===== src/rtl/bcd_multiplexed_display.sv =====
// Binary-to-BCD converter (iterative double-dabble) driving a time-multiplexed,
// common-anode bank of seven-segment displays with active-low segments and enables.
// A conversion is requested with start, runs for COUNTWIDTH shift cycles and is
// committed to the display register in one step, so the display never shows a
// partially converted value.
module bcd_multiplexed_display #(
    parameter int unsigned COUNTWIDTH    = 14,
    parameter int unsigned DIGITS        = 4,
    parameter int unsigned REFRESH_DIV   = 50000,
    parameter bit          BLANK_LEADING = 1'b1
) (
    input  logic                  clk,
    input  logic                  reset,
    input  logic [COUNTWIDTH-1:0] number,
    input  logic                  start,
    output logic                  busy,
    output logic                  done,
    output logic                  overflow,
    output logic [6:0]            data,
    output logic [DIGITS-1:0]     digit_en
);

    // Decimal digits needed for 2**COUNTWIDTH-1: floor(COUNTWIDTH*log10(2))+1.
    localparam int unsigned NUM_DEC = (COUNTWIDTH * 30103) / 100000 + 1;
    // Accumulator must also cover every displayed digit.
    localparam int unsigned NIBBLES = (NUM_DEC > DIGITS) ? NUM_DEC : DIGITS;
    localparam int unsigned BCD_W   = 4 * NIBBLES;
    localparam int unsigned DISP_W  = 4 * DIGITS;
    localparam int unsigned CNT_W   = $clog2(COUNTWIDTH + 1);
    localparam int unsigned IDX_W   = (DIGITS > 1) ? $clog2(DIGITS) : 1;
    localparam int unsigned REF_W   = $clog2(REFRESH_DIV);

    localparam logic [6:0] SEG_BLANK = 7'b1111111;
    localparam logic [6:0] SEG_DASH  = 7'b0111111;

    typedef enum logic [1:0] {
        StIdle,
        StShift,
        StCommit
    } state_t;

    state_t                  state_q, state_d;
    logic [COUNTWIDTH-1:0]   bin_q, bin_d;
    logic [BCD_W-1:0]        bcd_q, bcd_d;
    logic [CNT_W-1:0]        cnt_q, cnt_d;
    logic [DISP_W-1:0]       disp_q, disp_d;
    logic                    ovf_q, ovf_d;

    logic [BCD_W-1:0]        bcd_adj;
    logic [BCD_W-1:0]        bcd_shift;
    logic [COUNTWIDTH-1:0]   bin_shift;
    logic                    ovf_shift;

    logic [REF_W-1:0]        ref_cnt_q;
    logic [IDX_W-1:0]        idx_q;
    logic [6:0]              data_q, data_d;
    logic [DIGITS-1:0]       digit_en_q, digit_en_d;

    logic [3:0]              cur_nib;
    logic                    lead_zero;

    // Seven-segment decode, gfedcba active low; anything that is not BCD is blank.
    function automatic logic [6:0] seg_decode(input logic [3:0] d);
        logic [6:0] s;
        case (d)
            4'd0:    s = 7'b1000000;
            4'd1:    s = 7'b1111001;
            4'd2:    s = 7'b0100100;
            4'd3:    s = 7'b0110000;
            4'd4:    s = 7'b0011001;
            4'd5:    s = 7'b0010010;
            4'd6:    s = 7'b0000010;
            4'd7:    s = 7'b1111000;
            4'd8:    s = 7'b0000000;
            4'd9:    s = 7'b0010000;
            default: s = SEG_BLANK;
        endcase
        return s;
    endfunction

    // One double-dabble step: add-3 correction on every nibble, then shift {bcd,bin} left.
    always_comb begin
        bcd_adj = bcd_q;
        for (int unsigned i = 0; i < NIBBLES; i++) begin
            if (bcd_q[4*i +: 4] >= 4'd5) begin
                bcd_adj[4*i +: 4] = bcd_q[4*i +: 4] + 4'd3;
            end
        end
        bcd_shift = {bcd_adj[BCD_W-2:0], bin_q[COUNTWIDTH-1]};
        bin_shift = {bin_q[COUNTWIDTH-2:0], 1'b0};
        ovf_shift = 1'b0;
        for (int unsigned i = 0; i < NIBBLES; i++) begin
            if (i >= DIGITS) begin
                ovf_shift = ovf_shift | (|bcd_shift[4*i +: 4]);
            end
        end
    end

    // Conversion FSM state and datapath registers.
    always_ff @(posedge clk) begin
        if (reset) begin
            state_q <= StIdle;
            bin_q   <= '0;
            bcd_q   <= '0;
            cnt_q   <= '0;
            disp_q  <= '0;
            ovf_q   <= 1'b0;
        end else begin
            state_q <= state_d;
            bin_q   <= bin_d;
            bcd_q   <= bcd_d;
            cnt_q   <= cnt_d;
            disp_q  <= disp_d;
            ovf_q   <= ovf_d;
        end
    end

    // Conversion FSM next-state and datapath next values.
    // The final shifted result is written to the display register on the same edge
    // that enters StCommit, so done and the new display value appear together.
    always_comb begin
        state_d = state_q;
        bin_d   = bin_q;
        bcd_d   = bcd_q;
        cnt_d   = cnt_q;
        disp_d  = disp_q;
        ovf_d   = ovf_q;
        case (state_q)
            StIdle: begin
                if (start) begin
                    bin_d   = number;
                    bcd_d   = '0;
                    cnt_d   = CNT_W'(COUNTWIDTH);
                    state_d = StShift;
                end
            end
            StShift: begin
                bin_d = bin_shift;
                bcd_d = bcd_shift;
                cnt_d = cnt_q - CNT_W'(1);
                if (cnt_q == CNT_W'(1)) begin
                    disp_d  = bcd_shift[DISP_W-1:0];
                    ovf_d   = ovf_shift;
                    state_d = StCommit;
                end
            end
            StCommit: begin
                state_d = StIdle;
            end
            default: begin
                state_d = StIdle;
            end
        endcase
    end

    assign busy     = (state_q != StIdle);
    assign done     = (state_q == StCommit);
    assign overflow = ovf_q;

    // Refresh timer: each digit stays enabled for REFRESH_DIV clocks.
    always_ff @(posedge clk) begin
        if (reset) begin
            ref_cnt_q <= '0;
            idx_q     <= '0;
        end else if (ref_cnt_q == REF_W'(REFRESH_DIV - 1)) begin
            ref_cnt_q <= '0;
            idx_q     <= (idx_q == IDX_W'(DIGITS - 1)) ? '0 : idx_q + IDX_W'(1);
        end else begin
            ref_cnt_q <= ref_cnt_q + REF_W'(1);
        end
    end

    // Select the active digit, detect leading zeros and form segments and enables.
    always_comb begin
        cur_nib    = 4'd0;
        lead_zero  = (idx_q != '0);
        digit_en_d = '1;
        for (int unsigned i = 0; i < DIGITS; i++) begin
            if (IDX_W'(i) == idx_q) begin
                cur_nib       = disp_q[4*i +: 4];
                digit_en_d[i] = 1'b0;
            end
            if ((IDX_W'(i) >= idx_q) && (disp_q[4*i +: 4] != 4'd0)) begin
                lead_zero = 1'b0;
            end
        end
        if (ovf_q) begin
            data_d = SEG_DASH;
        end else if (BLANK_LEADING && lead_zero) begin
            data_d = SEG_BLANK;
        end else begin
            data_d = seg_decode(cur_nib);
        end
    end

    // Segments and enables share one register stage so they switch on the same edge.
    always_ff @(posedge clk) begin
        if (reset) begin
            data_q     <= SEG_BLANK;
            digit_en_q <= '1;
        end else begin
            data_q     <= data_d;
            digit_en_q <= digit_en_d;
        end
    end

    assign data     = data_q;
    assign digit_en = digit_en_q;

endmodule

===== config.mk =====
export PLATFORM = sky130hd
export DESIGN_NAME = bcd_multiplexed_display
export DESIGN_NICKNAME = d
export VERILOG_FILES = /design/src/rtl/bcd_multiplexed_display.sv
export SDC_FILE = /design/constraint.sdc
export NUM_CORES = 1
export LEC_CHECK = 0
export BUFFER_PORTS_ARGS = -buffer_cell sky130_fd_sc_hd__buf_2
export CAP_MARGIN = 30
export CORE_ASPECT_RATIO = 1.1
export CORE_MARGIN = 5
export CORE_UTILIZATION = 36
export DETAILED_ROUTE_END_ITERATION = 8
export GPL_TIMING_DRIVEN = 0
export HOLD_SLACK_MARGIN = 0.15
export PLACE_DENSITY = 0.66
export SLEW_MARGIN = 40
export SYNTH_ARGS = -nofsm -noshare
export SYNTH_HDL_FRONTEND = slang
export SYNTH_SLANG_ARGS = --single-unit

===== constraint.sdc =====
create_clock -name clk -period 2.2 [get_ports clk]
set_input_delay 0.44 -clock clk [delete_from_list [all_inputs] [get_ports clk]]
set_output_delay 0.44 -clock clk [all_outputs]
set_load 0.03 [all_outputs]

Yosys cells after proc, flatten, opt, wreduce, memory -nomap -nowiden
Memories as Yosys holds them, arrays and structs flattened.
Cells that the tools add are included.
{"block": "word_totals", "reg_bits": 86, "mem_bits_ro": 112, "inputBits": 17, "output_inout_bits": 14, "elab_cells": 87, "mem_count": 1}
{"name": "(name not given)", "words": 16, "word_bits": 7, "rd": 1, "rd_clocked_by_memory_dff": 0, "wr": 0, "line": "65", "text": "case (d)"}
{"block": "classes", "addsub": 8, "order_cmp": 9, "n_eq_ne": 10, "muxes": 29, "n_reduce_logical": 19}
{"op": "20-bit one-hot mux with 2 select lines", "n": 1}
{"op": "4-bit two-way mux", "n": 9}
{"op": "14-bit one-hot mux with 2 select lines", "n": 1}
{"op": "4-bit by 3-bit greater-or-equal comparator with 1-bit output, second input constant", "n": 5}
{"op": "20-bit two-way mux", "n": 1}
{"op": "16-bit by 1-bit adder with 16-bit output, second input constant", "n": 1}
{"op": "4-bit by 2-bit adder with 4-bit output, second input constant", "n": 4}
{"op": "16-bit == test, second input constant", "n": 1}
{"op": "4-bit nonzero test", "n": 4}
{"op": "14-bit two-way mux", "n": 1}
{"op": "7-bit two-way mux", "n": 2}
{"op": "1-bit two-way mux", "n": 8}
{"op": "4-bit one-hot mux with 2 select lines", "n": 1}
{"op": "2-bit two-way mux", "n": 3}
{"op": "2-bit AND reduction", "n": 3}
{"op": "2-bit nonzero test", "n": 3}
{"op": "2-bit == test, first input constant", "n": 2}
{"op": "2-bit == test, second input constant", "n": 2}
{"op": "4-bit by 1-bit == test with 1-bit output, second input constant", "n": 1}
{"op": "1-bit by 2-bit greater-or-equal comparator with 1-bit output, first input constant", "n": 2}
{"op": "2-bit greater-or-equal comparator, first input constant", "n": 2}
{"op": "1-bit logical AND", "n": 4}
{"op": "2-bit logical NOT", "n": 2}
{"op": "2-bit inequality test, second input constant", "n": 2}
{"op": "other kinds (10)", "n": 10}

Depth between registers and ports, before layout
{"block": "depth", "depth_word": 8, "ltp_mapped": 11, "depth_no_buf": 10}

Least setup slack after synthesis
No wires, ideal clock.
{"block": "synth_timing", "path_kind": "reg-to-reg", "start": "register idx_q[1]", "end": "register data_q[0] (netlist: data[0])", "setup_ns": 0.139, "arrival_ns": 2.093, "t_required_ns": 2.061, "slack_ns": -0.032, "path_stages_with_launch": 11, "path_buffers": 1, "period_less_slack_ns": 2.232, "path_cell_list": "dfxtp_1 > inv_1 > ha_1 > buf_6 > nand3b_1 > a221oi_2 > inv_1 > ha_1 > mux2_4 > nor2_1 > o21ai_1"}
{"block": "synth_via", "elab_chain_cells": 7, "elab_cells_between_ends": 23, "classes_between": "order compare (4); eq/ne (3); mux (8); reduce/logical (7); memory (1)"}
{"item": "start: declaration", "line": "55", "text": "logic [IDX_W-1:0] idx_q;"}
{"item": "start signal: assignment", "line": "167", "text": "idx_q <= (idx_q == IDX_W'(DIGITS - 1)) ? '0 : idx_q + IDX_W'(1);"}
{"item": "branches (longest 7 deep; another with memory read 16 x 7 bit)"}
{"item": "end signal: assignment", "line": "202", "text": "data_q <= data_d;"}
{"item": "end: declaration", "line": "56", "text": "logic [6:0] data_q, data_d;"}
Parallel ways; which one is timed is not known.
A chain may end at the register's enable or synchronous reset.

Worst setup path in the final report
Ends and elaborated chain as after synthesis.

==> run metrics <==
Crit path required time 2.40 ns; async set-or-reset flop fraction in the synthesized netlist 0%; CP Max Fanout 10; count of buffers from port buffering 29; Ys Warns 0; FMAX between 0.4 and 0.5 GHz; FF-to-FF setup slack 0.09 ns; busiest metal layer after global routing met2; worst setup slack after placement -0.2329 ns; time the worst path needs with I/O delays and setup 2.109 ns; most frequent cells in the layout dfxtp_1, nor2_1, nand2_1, a21oi_1, o21ai_0; launching point of the worst reg2reg path idx_q[1]; per-instance average area after synthesis 8.269 µm²; Area Overhead vs Synth 18.06%; fraction of final layout cells sized beyond drive strength 1 13.25%; utilization after layout 43.64%; number of flops mapped to enable cells by yosys 0; final wirelength 9.657 mm; largest family of logic cells by synthesized area simple AND/OR/NAND/NOR gates; CTS tree yes; final cell count without fillers ~700; Lkg Pwr 1.946 nW; via total after detailed routing 3661; starting density of the core 36.96%; Clock Skew 0.01110 ns; unique cell type count in the Yosys netlist 47; pin count of the biggest net entering global routing 15; max-slew violation count 0; area of the die 14130 µm²; core area 11540 µm²; Cell Area, Synth 4267 µm²; commonest non-fill, non-tap cell in the layout dfxtp_1; #FFs+latches synth 86; register area share after synthesis 40.35%; number of antenna violations at the first check in global routing 0; Reg2Reg Capture Point data[0]; Vias per Instance approximately 5; final weighted congestion in routability-driven placement 0.8234; first-pass detailed-route iteration total 4; Fin. Hold Viols 0; Detailed Route Iter0 Violations 205; start point of the critical path idx_q[1]; total number of clock tree sinks 86; clock edge transition at the registers on the reported setup and hold paths roughly 0.070 ns; chip height 124.2 µm; HP Class in -> reg; Syn Nets about 560; number of remaining DRC errors 0; simple-gate share of the synthesized area 22.11%; Final Setup Violations 0; GR Util met3 2.430%; Data arrival, critical path 2.31 ns; drt wl/cell 13.49 µm; startpoint kind of the worst setup timing path flip-flop; site row count between 40 and 50; kind of capture point of the worst setup path flip-flop; length in cells of the worst reg-to-reg path 10; # fillers between 1000 and 1500; leftover overflow at the end of global routing 0; post-route fraction of the period consumed by the critical path 95.87%; first-pass GRT wire length 16.07 mm; headroom to the max-slew limit 59.11%; most used flip-flop cell after synthesis dfxtp_1; placed standard-cell area 4611 µm²; Adder-Cell Fraction of Synth Area roughly 7.0%; Crit Path Category reg -> reg; transition time at the pin with the least slew margin between 0.6 and 0.7 ns; horizontal extent of the die 113.8 µm; Longest Clk Path Bufs 2; Detailed Place HPWL 7.139 mm; smallest hold slack 0.4240 ns; Gate Count Post-Synth 516; Top-Level Pins 31; CTS H-tree lvls 3; clock network latency to the later pin of the worst-skew pair 0.34 ns; total track usage between 10% and 20%; n_diodes 0; remaining antenna violation count after routing 0; summed negative setup slack over all endpoints 0 ns; Global Route met1 Usage between 10% and 20%; summed area of non-filler cells in the final layout 5037 µm²; final setup slack of the worst path ~0.091 ns; power per unit of standard cell area 725.1 nW/µm²; number of global-route vias before repair 3577; final layout net count 603; setup repair after global routing missed its margin true; multiplexer share of the synthesized area 2.463%; Inserted Clock Buffers 9; CTS root buf clkbuf_16; xor-xnor portion of the synthesized cell area 3.695%; global routing usage on met2 26.91%; result of the run completed; share of the synthesized area in compound gates (AO/OA/AOI/OAI) 18.53%; Worst setup endpoint data[0]; IR Drop Worst-Case VDD 333.6 µV; Tot Pwr 3.652 mW; max capacitance violation total 0; placed cell count 695
-- what timing repair did --
action                     4_1_cts  5_1_grt
setup endpoints to repair        8       17
resized for setup                9        6
setup buffers                    3        3
hold buffers                     0        0
pin swaps                        2        3
-- metal layers --
layer	part of all wire, %	wire length [µm]
met1	43	4167
met3	2.7	261
met5	0	0
met4	1.6	157
met2	53	5070
-- critical path: stages, from the launching register on --
cell      delay, ns
dfxtp_4        0.36
inv_1          0.07
ha_1           0.19
buf_6          0.14
nand3b_1       0.16
a211o_1        0.31
buf_4          0.15
ha_1           0.17
mux2_4         0.25
nor2_1         0.10
o21ai_1        0.06
-- cell families after synthesis --
| family | count (synthesis) |
|---|---|
| xor gates and xnor gates | 18 |
| DFF | 86 |
| adders and majority gates | 24 |
| and+or+nand+nor | 189 |
| AOI/OAI and AO/OA | 128 |
| buffers and inverters | 61 |
| muxes | 10 |
-- worst min-delay path by stage --
stage	from	endpoint	cells after the start
CTS	number[13]	bin_q[13]	3
global route	number[13]	bin_q[13]	3
global placement	ref_cnt_q[0]	ref_cnt_q[0]	1
finish	number[1]	bin_q[1]	3
detailed placement	disp_q[0]	disp_q[0]	2
floorplan	ref_cnt_q[0]	ref_cnt_q[0]	1
-- area by class of cell --
class                           count  area, µm²  area share, %
Multi-Input combinational cell    369       2337          46.40
Sequential cell                    86       1727          34.28
Clock buffer                       10      239.0          4.744
Timing Repair Buffer               35      190.2          3.775
Tap cell                          150      187.7          3.726
Inverter                           36      135.1          2.683
Buffer                             25      115.1          2.285
Clock inverter                      5      106.4          2.111
-- report_power, final --
part / internal [mW] / switching [mW] / leakage [nW]
Sequential: 1.61 / 0.0342 / 0.703
Combinational: 0.0904 / 0.167 / 1.08
Clock: 1.14 / 0.614 / 0.165
Total: 2.84 / 0.815 / 1.95
-- cell usage after synthesis (all sizes together), types with 2 or more instances --
cell type  number  share of area [%]
dfxtp          86                 40
nor2           55                4.8
nand2          50                4.4
a21oi          48                5.6
o21ai          41                4.8
inv            36                3.2
ha             24                7.0
clkbuf         20                1.8
a211oi         15                2.9
nor3           15                1.8
nor3b          15                2.9
nand2b         13                1.9
a22o           10                2.1
nand3          10                1.2
xnor2          10                2.1
mux2i           9                2.1
xor2            8                1.6
nand3b          6                1.3
nor2b           6               0.88
and3            5               0.73
buf             5               0.85
nor4            4               0.59
o22ai           4               0.59
nand4           3               0.44
a221oi          2               0.97
a22oi           2               0.35
or4             2               0.35
-- sequential cells by signal, summed over array words and instances, names as in the netlist, 2 cells and up --
register / count
bcd_q: 20
bin_q: 14
cnt_q: 4
data: 7
digit_en: 4
disp_q: 16
idx_q: 2
ref_cnt_q: 16
state_q: 2
Note: power is estimated with default switching activity, not from simulation.
